### src/rtl/rs_pkg.sv
// Shared constants and helpers for the RS(15,11) datapath over GF(16), field poly x^4+x+1.
// Generator coefficients G are listed from x^3 down to x^0 (g(x) is monic).
package rs_pkg;

  localparam int SYM_W = 4;
  localparam int K     = 11;
  localparam int NPAR  = 4;

  // x^4 reduces to x+1
  localparam logic [3:0] PRIM_RED = 4'h3;

  localparam logic [3:0] G [0:3] = '{4'hD, 4'hC, 4'h8, 4'h7};

  typedef enum logic {MSG = 1'b0, PARITY = 1'b1} state_e;

  // Multiply a field element by alpha (x), reducing modulo the primitive polynomial.
  function automatic logic [3:0] gf_xtime(input logic [3:0] a);
    gf_xtime = {a[2:0], 1'b0} ^ (a[3] ? PRIM_RED : 4'h0);
  endfunction

endpackage

### src/rtl/gf16_cmul.sv
// Combinational GF(16) multiply of a symbol by a constant; one instance per LFSR tap.
module gf16_cmul #(
  parameter logic [3:0] C = 4'h1
) (
  input  logic [3:0] a_i,
  output logic [3:0] p_o
);
  import rs_pkg::*;

  logic [3:0] acc;
  logic [3:0] pw;

  // Shift-and-add: accumulate a*x^b for every set bit b of the constant.
  always_comb begin
    acc = 4'h0;
    pw  = a_i;
    for (int b = 0; b < 4; b++) begin
      if (C[b]) acc = acc ^ pw;
      pw = gf_xtime(pw);
    end
  end

  assign p_o = acc;

endmodule

### src/rtl/rs_encoder_15_11.sv
// Systematic RS(15,11) encoder: echoes K message symbols, then shifts out 4 parity symbols.
// Define RS_ENC_SHORTEN_EN to let in_last end a message early (shortened codewords).
module rs_encoder_15_11 #(
  parameter int SYM_W = 4,
  parameter int K     = 11,
  parameter int NPAR  = 4
) (
  input  logic             CLK,
  input  logic             RESET,
  input  logic [SYM_W-1:0] in_sym,
  input  logic             in_valid,
  output logic             in_ready,
  input  logic             in_last,
  output logic [SYM_W-1:0] out_sym,
  output logic             out_valid,
  input  logic             out_ready,
  output logic             out_par,
  output logic             out_last
);
  import rs_pkg::*;

  if (SYM_W != 4) begin : g_bad_sym_w
    $error("rs_encoder_15_11: SYM_W must be 4");
  end

  state_e     state_q, state_d;
  logic [3:0] sym_cnt_q, sym_cnt_d;
  logic [3:0] p0_q, p1_q, p2_q, p3_q;
  logic [3:0] p0_d, p1_d, p2_d, p3_d;
  logic [3:0] out_sym_q, out_sym_d;
  logic       out_valid_q, out_valid_d;
  logic       out_par_q, out_par_d;
  logic       out_last_q, out_last_d;

  logic       adv;
  logic       accept;
  logic       msg_end;
  logic [3:0] fb;
  logic [3:0] m3, m2, m1, m0;

  assign adv      = !out_valid_q || out_ready;
  assign in_ready = RESET && (state_q == MSG) && adv;
  assign accept   = in_valid && in_ready;
  assign fb       = in_sym ^ p3_q;

`ifdef RS_ENC_SHORTEN_EN
  assign msg_end = (sym_cnt_q == 4'(K - 1)) || in_last;
`else
  assign msg_end = (sym_cnt_q == 4'(K - 1));
  logic unused_in_last;
  assign unused_in_last = in_last;
`endif

  gf16_cmul #(.C(G[0])) u_tap3 (.a_i(fb), .p_o(m3));
  gf16_cmul #(.C(G[1])) u_tap2 (.a_i(fb), .p_o(m2));
  gf16_cmul #(.C(G[2])) u_tap1 (.a_i(fb), .p_o(m1));
  gf16_cmul #(.C(G[3])) u_tap0 (.a_i(fb), .p_o(m0));

  always_comb begin
    state_d     = state_q;
    sym_cnt_d   = sym_cnt_q;
    p0_d        = p0_q;
    p1_d        = p1_q;
    p2_d        = p2_q;
    p3_d        = p3_q;
    out_sym_d   = out_sym_q;
    out_valid_d = out_valid_q;
    out_par_d   = out_par_q;
    out_last_d  = out_last_q;

    if (state_q == MSG) begin
      if (accept) begin
        out_sym_d   = in_sym;
        out_valid_d = 1'b1;
        out_par_d   = 1'b0;
        out_last_d  = 1'b0;
        p3_d        = p2_q ^ m3;
        p2_d        = p1_q ^ m2;
        p1_d        = p0_q ^ m1;
        p0_d        = m0;
        if (msg_end) begin
          state_d   = PARITY;
          sym_cnt_d = 4'h0;
        end else begin
          sym_cnt_d = sym_cnt_q + 4'h1;
        end
      end else if (adv) begin
        out_valid_d = 1'b0;
      end
    end else if (adv) begin
      // Parity phase: the remainder drains out of p3, zeros shift in behind it.
      out_sym_d   = p3_q;
      out_valid_d = 1'b1;
      out_par_d   = 1'b1;
      out_last_d  = 1'b0;
      p3_d        = p2_q;
      p2_d        = p1_q;
      p1_d        = p0_q;
      p0_d        = 4'h0;
      if (sym_cnt_q == 4'(NPAR - 1)) begin
        out_last_d = 1'b1;
        state_d    = MSG;
        sym_cnt_d  = 4'h0;
      end else begin
        sym_cnt_d = sym_cnt_q + 4'h1;
      end
    end
  end

  always_ff @(posedge CLK or negedge RESET) begin
    if (!RESET) begin
      state_q     <= MSG;
      sym_cnt_q   <= 4'h0;
      p0_q        <= 4'h0;
      p1_q        <= 4'h0;
      p2_q        <= 4'h0;
      p3_q        <= 4'h0;
      out_sym_q   <= 4'h0;
      out_valid_q <= 1'b0;
      out_par_q   <= 1'b0;
      out_last_q  <= 1'b0;
    end else begin
      state_q     <= state_d;
      sym_cnt_q   <= sym_cnt_d;
      p0_q        <= p0_d;
      p1_q        <= p1_d;
      p2_q        <= p2_d;
      p3_q        <= p3_d;
      out_sym_q   <= out_sym_d;
      out_valid_q <= out_valid_d;
      out_par_q   <= out_par_d;
      out_last_q  <= out_last_d;
    end
  end

  assign out_sym   = out_sym_q;
  assign out_valid = out_valid_q;
  assign out_par   = out_par_q;
  assign out_last  = out_last_q;

endmodule
### config.mk
export PLATFORM = sky130hd
export DESIGN_NAME = rs_encoder_15_11
export DESIGN_NICKNAME = d
export VERILOG_FILES = /design/src/rtl/rs_pkg.sv /design/src/rtl/gf16_cmul.sv /design/src/rtl/rs_encoder_15_11.sv
export SDC_FILE = /design/constraint.sdc
export NUM_CORES = 1
export LEC_CHECK = 0
export CAP_MARGIN = 5
export CORE_MARGIN = 4
export CORE_UTILIZATION = 35
export CTS_CLUSTER_SIZE = 28
export DETAILED_ROUTE_END_ITERATION = 7
export GPL_TIMING_DRIVEN = 1
export PLACE_DENSITY_LB_ADDON = 0.3
export SYNTH_ARGS = -nofsm -noshare
export SYNTH_HDL_FRONTEND = slang
export SYNTH_HIERARCHICAL = 1
export SYNTH_SLANG_ARGS = --single-unit
export TNS_END_PERCENT = 100
### constraint.sdc
create_clock -name CLK -period 2.4 [get_ports CLK]
set_input_delay 0.48 -clock CLK [delete_from_list [all_inputs] [get_ports CLK]]
set_output_delay 0.48 -clock CLK [all_outputs]
set_load 0.005 [all_outputs]
* Word-level counts from Yosys, hierarchy flattened *
Cells that the tools add are included.

word-level totals
  register bits = 28
  bits in latches = 0
  ROM bits = 0
  input bits = 9
  memories = 0
  RAM bits = 0

operators by class
  equal/unequal tests = 3
  reductions and logical operators = 9
  divide/modulo/power cells = 0
  $lt $le $gt $ge = 0
  add/sub/neg operators = 1
  shift operators = 0
  muxes and demuxes = 37
  bitwise gates (word level) = 13
  multiply operators = 0

operators by type and width
  operator                                                               count
  4-bit 2-to-1 mux                                                       20
  4-bit bitwise XOR                                                      11
  1-bit 2-to-1 mux                                                       14
  2-bit 2-to-1 mux                                                       3
  4-bit by 1-bit adder with 4-bit output, second input constant          1
  4-bit by 2-bit equality test with 1-bit output, second input constant  1
  4-bit equality test, second input constant                             1
  2-bit AND reduction                                                    2
  2-bit nonzero test                                                     2
  4-bit by 2-bit bitwise XOR with 4-bit output                           1
  1-bit logical AND                                                      3
  2-bit by 1-bit != test with 1-bit output, second input constant        1
  1-bit zero test                                                        1
  1-bit logical OR                                                       1
  1-bit inverter                                                         1

* Logic depth before layout (Yosys ltp) *
  depth in word-level cells = 11
  depth in mapped cells = 5
  mapped depth without buffers = 5

* Modules after synthesis *
Netlist, hierarchy kept.

by module, submodules not included
  module              seq. area each (µm²)  times used  cells an instance  area an instance (µm²)
  rs_encoder_15_11    700.7                 1           143                1,462.7
  gf16_cmul (u_tap0)  0.0                   1           6                  67.6
  gf16_cmul (u_tap2)  0.0                   1           4                  50.0
  gf16_cmul (u_tap3)  0.0                   1           4                  40.0
  gf16_cmul (u_tap1)  0.0                   1           4                  33.8

* Least setup slack after synthesis *
No wires, ideal clock.

  path type = input to register
  start point = input in_sym[1]
  end point = register p2_q[3]
  stages = 5
  buffers on the path = 0
  setup slack = 0.312 ns
  arrival = 1.963 ns
  path through = xor2_1 > xor3_1 > nor2b_1 > xnor2_1 > o21ai_1

on the way
  word-level cells in the longest chain between the ends = 7

ends and longest elaborated chain
  what                                          RTL line                 text
  start: declaration                            rs_encoder_15_11.sv:10   input logic [SYM_W-1:0] in_sym,
  4-bit bitwise XOR                             rs_encoder_15_11.sv:44   assign fb = in_sym ^ p3_q;
  4-bit by 2-bit bitwise XOR with 4-bit output  rs_pkg.sv:18             gf_xtime = {a[2:0], 1'b0} ^ (a[3] ? PRIM_RED : 4'h0);
  4-bit bitwise XOR                             rs_pkg.sv:18
  4-bit bitwise XOR                             gf16_cmul.sv:18          if (C[b]) acc = acc ^ pw;
  net m2[3]                                     rs_encoder_15_11.sv:39   logic [3:0] m3, m2, m1, m0;
  4-bit bitwise XOR                             rs_encoder_15_11.sv:78   p2_d = p1_q ^ m2;
  4-bit 2-to-1 mux                              rs_encoder_15_11.sv:72   if (accept) begin
  4-bit 2-to-1 mux                              rs_encoder_15_11.sv:71   if (state_q == MSG) begin
  end signal: assignment                        rs_encoder_15_11.sv:127  p2_q <= p2_d;
  end: declaration                              rs_encoder_15_11.sv:28   logic [3:0] p0_q, p1_q, p2_q, p3_q;

The timed path passes the listed nets, and every way through them passes these cells. The select of a mux whose other input is x is not followed.
A chain may end at the register's enable or synchronous reset.

* Worst setup path after layout *
  start point = input out_ready
  end point = output in_ready

on the way
  word-level cells in the longest chain between the ends = 2

ends and longest elaborated chain
  what                RTL line                text
  start: declaration  rs_encoder_15_11.sv:16  input logic out_ready,
  1-bit logical OR    rs_encoder_15_11.sv:41  assign adv = !out_valid_q || out_ready;
  1-bit logical AND   rs_encoder_15_11.sv:42  assign in_ready = RESET && (state_q == MSG) && adv;
  end: declaration    rs_encoder_15_11.sv:12  output logic in_ready,

No other way between the ends.

==> results.ini <==
[outcome]
status = finished clean

[synth]
ys_seq_area_frac = 0.424
synth_cell_types = 31
synth_area_per_cell_sq_um = 10.3
synthCells = 161
ys_warn_count = 6
ys_seq_elements = 28
synth_nets = 172
synthesis.area_sq_um = 1650

[power]
switching_share = 0.394
power_frac_comb = 0.601
power_density_nw_per_um2 = 1440
pwr-share-seq = 0.304
power.share.clock = 0.095
finalPower_w = 0.00273
intPower_w = 0.00166
ir_worst_vdd_mv = 0.693
leakagePower_nw = 0.785
switchingPower_w = 0.00108

[floorplanning]
coreArea_sq_um = 4470
start_util = 0.370
die_h_um = 76.7
dieArea_sq_um = 5890
die_w_um = 76.7
ios = 17
num_rows = 24

[critical_path]
reg2reg_depth = 4
path_cells = clkdlybuf4s50_1 > nor2b_1 > nor3b_1 > clkdlybuf4s50_1
crit_path_max_fanout = 2
cp_data_arrival_time_ns = 1.78
cp-end-kind = output pin
crit_slowest_cell = clkdlybuf4s50_1
cp_common_cell = clkdlybuf4s50_1
critPathMaxStageDelay_ns = 0.54
cp.required_ns = 1.92
startpoint_type = input port
path_class = in -> out

[global_route]
antenna_found_initial = 0
grt_pass1_wl_um = 5910
grt_pass1_vias = 1203
grtUsageTotal = 0.121
grt_max_degree = 30
met1_usage = 0.161
grt_overflow_total = 0
top_usage_layer = met2
grtUsageMet3 = 0.0316
grt_use_met2 = 0.206

[job]
max-cap-violations = 0

[route]
drt_wl_total_um = 3420
viasPerCell = 5.16
wl_per_cell_um = 15.0
dr.first_iter.drc_count = 114
postRouteAntennaNets = 0
vias = 1176
first_pass_iters = 4
drcViolationCount = 0

[finish]
layout-drive-gt1-share = 0.108
syn_to_final_growth_pct = 15.1
antennaDiodeCount = 0
layout.cells.non_filler = 228
layout.nets = 189

[clock_tree]
cts_resized = 0
cts_buffer_depth = 2
cts.htree.levels = 1
cts_root_buf = clkbuf_8
cts_buffers = 3
cts_tree = done
ctsHoldBuffers = 0
cts.clk_slew.worst_paths_ns = 0.10
numClockSinks = 28
post_cts_buffers = 0
insertion_delay_ns = 0.27

[sta]
rsz0062_at_grt = false
clock_skew_ns = 0.00244
relSlewSlack = 0.635
hold_viol_final = 0
fmax_ghz = 0.442
finalSetupTns_ns = 0
layout_min_cycle_time_ns = 2.26
fin_crit_sh = 0.943
slew_violations = 0
setup_viol_count_final = 0
tightest_slew_ns = 0.547

[placement]
post-place-cells = 225
gp_congestion = 0.729
port_buffers = 15
post-dp-hpwl_um = 2350

[min_path]
hp-class = reg -> reg
hold_path_depth = 2

critical path: cells and delay by family:
kind / cells / cell delay [ns]
buffers and inverters: 2 / 1.01
AND/OR/NAND/NOR: 2 / 0.28
cells by family after synthesis:
family / after synthesis / synth area share
AO/OA/AOI/OAI: 49 / 0.172
AND/OR/NAND/NOR: 32 / 0.122
XOR/XNOR: 31 / 0.191
flip-flops: 28 / 0.424
buffers and inverters: 15 / 0.0514
multiplexers: 4 / 0.0242
adder cells (fa/ha/maj): 2 / 0.0151
final timing paths:
| kind | from | end | slack [ns] |
|---|---|---|---|
| setup / recovery | out_ready | in_ready | 0.14 |
| hold / removal | out_last | out_last | 0.51 |
| setup reg to reg | state_q | sym_cnt_q[2] | 0.69 |
| hold reg to reg | out_last | out_last | 0.51 |
| max in group asynchronous | RESET | p2_q[0] | 1.41 |
| min in group asynchronous | RESET | out_last | 0.72 |
cells in the final DEF, fill, tap and decap left out, types with 2 or more instances in the layout:
cell	Yosys	routed
a21oi_2	2	2
a22o_1	4	4
buf_4	1	9
clkbuf_8	0	3
clkdlybuf4s50_1	0	15
dfrtp_1	28	28
ha_1	2	2
inv_1	3	3
mux2i_1	4	4
nand2_1	4	4
nand2b_1	2	2
nand3_1	2	2
nand3b_1	3	3
nor2b_1	13	13
nor3b_1	2	2
o21ai_0	17	17
o21ai_1	21	21
o31ai_1	2	2
or3_1	2	2
xnor2_1	15	15
xnor2_2	2	2
xor2_1	12	12
xor3_1	2	2
registers in the layout, summed over array words and instances, names as in the netlist:
| register | count |
|---|---|
| out_last | 1 |
| p1_q | 4 |
| p3_q | 4 |
| p2_q | 4 |
| state_q | 1 |
| p0_q | 4 |
| sym_cnt_q | 4 |
| out_par | 1 |
| out_valid | 1 |
| out_sym | 4 |
metal layers:
metal  share of wire  wire length (um)
met4          0.0012                 4
met3           0.055               187
met2            0.48              1630
met5               0                 0
met1            0.47              1600
power by group through the flow:
stage,Clock (W),Sequential (W),Combinational [W]
global placement,0,0.000824,0.00161
global route,0.000287,0.000865,0.00182
CTS,0.000269,0.000833,0.00167
finish,0.000260,0.000831,0.00164
floorplan,0,0.000823,0.00130
detailed placement,0,0.000843,0.00166
final cells by class:
type / instances / area (sq um)
clock buffer: 3 / 41.3
tap: 52 / 65.1
multi-input combinational: 118 / 868
timing repair buffer: 24 / 218
inverter: 3 / 11.3
fill: 428 / 2570
sequential: 28 / 701
synthesized netlist by cell type (all sizes together):
cell,number,area share
a21oi,2,0.011
a22o,4,0.021
buf,6,0.031
clkbuf,6,0.014
dfrtp,28,0.42
ha,2,0.015
inv,3,0.0068
mux2i,4,0.024
nand2,4,0.0091
nand2b,2,0.0076
nand3,2,0.0061
nand3b,3,0.014
nor2b,13,0.049
nor3,1,0.0061
nor3b,2,0.0091
nor4,1,0.0038
o211ai,1,0.0045
o21a,1,0.0045
o21ai,38,0.11
o31ai,3,0.017
or2,1,0.0053
or3,2,0.0076
or4,1,0.0045
xnor2,17,0.099
xor2,12,0.064
xor3,2,0.029
stage by stage:
step | hold slack, ns | cell area [sq um] | utilization | setup slack, ns
final | 0.513 | 1900 | 0.426 | 0.138
after global routing | 0.549 | 1900 | 0.426 | 0.0274
after CTS | 0.517 | 1900 | 0.426 | 0.0710
after detailed placement | 0.495 | 1860 | 0.416 | 0.0638
after global placement | 0.480 | 1860 | 0.416 | 0.109
after floorplan | 0.184 | 1650 | - | 0.312
Note: power is estimated with default switching activity, not from simulation.
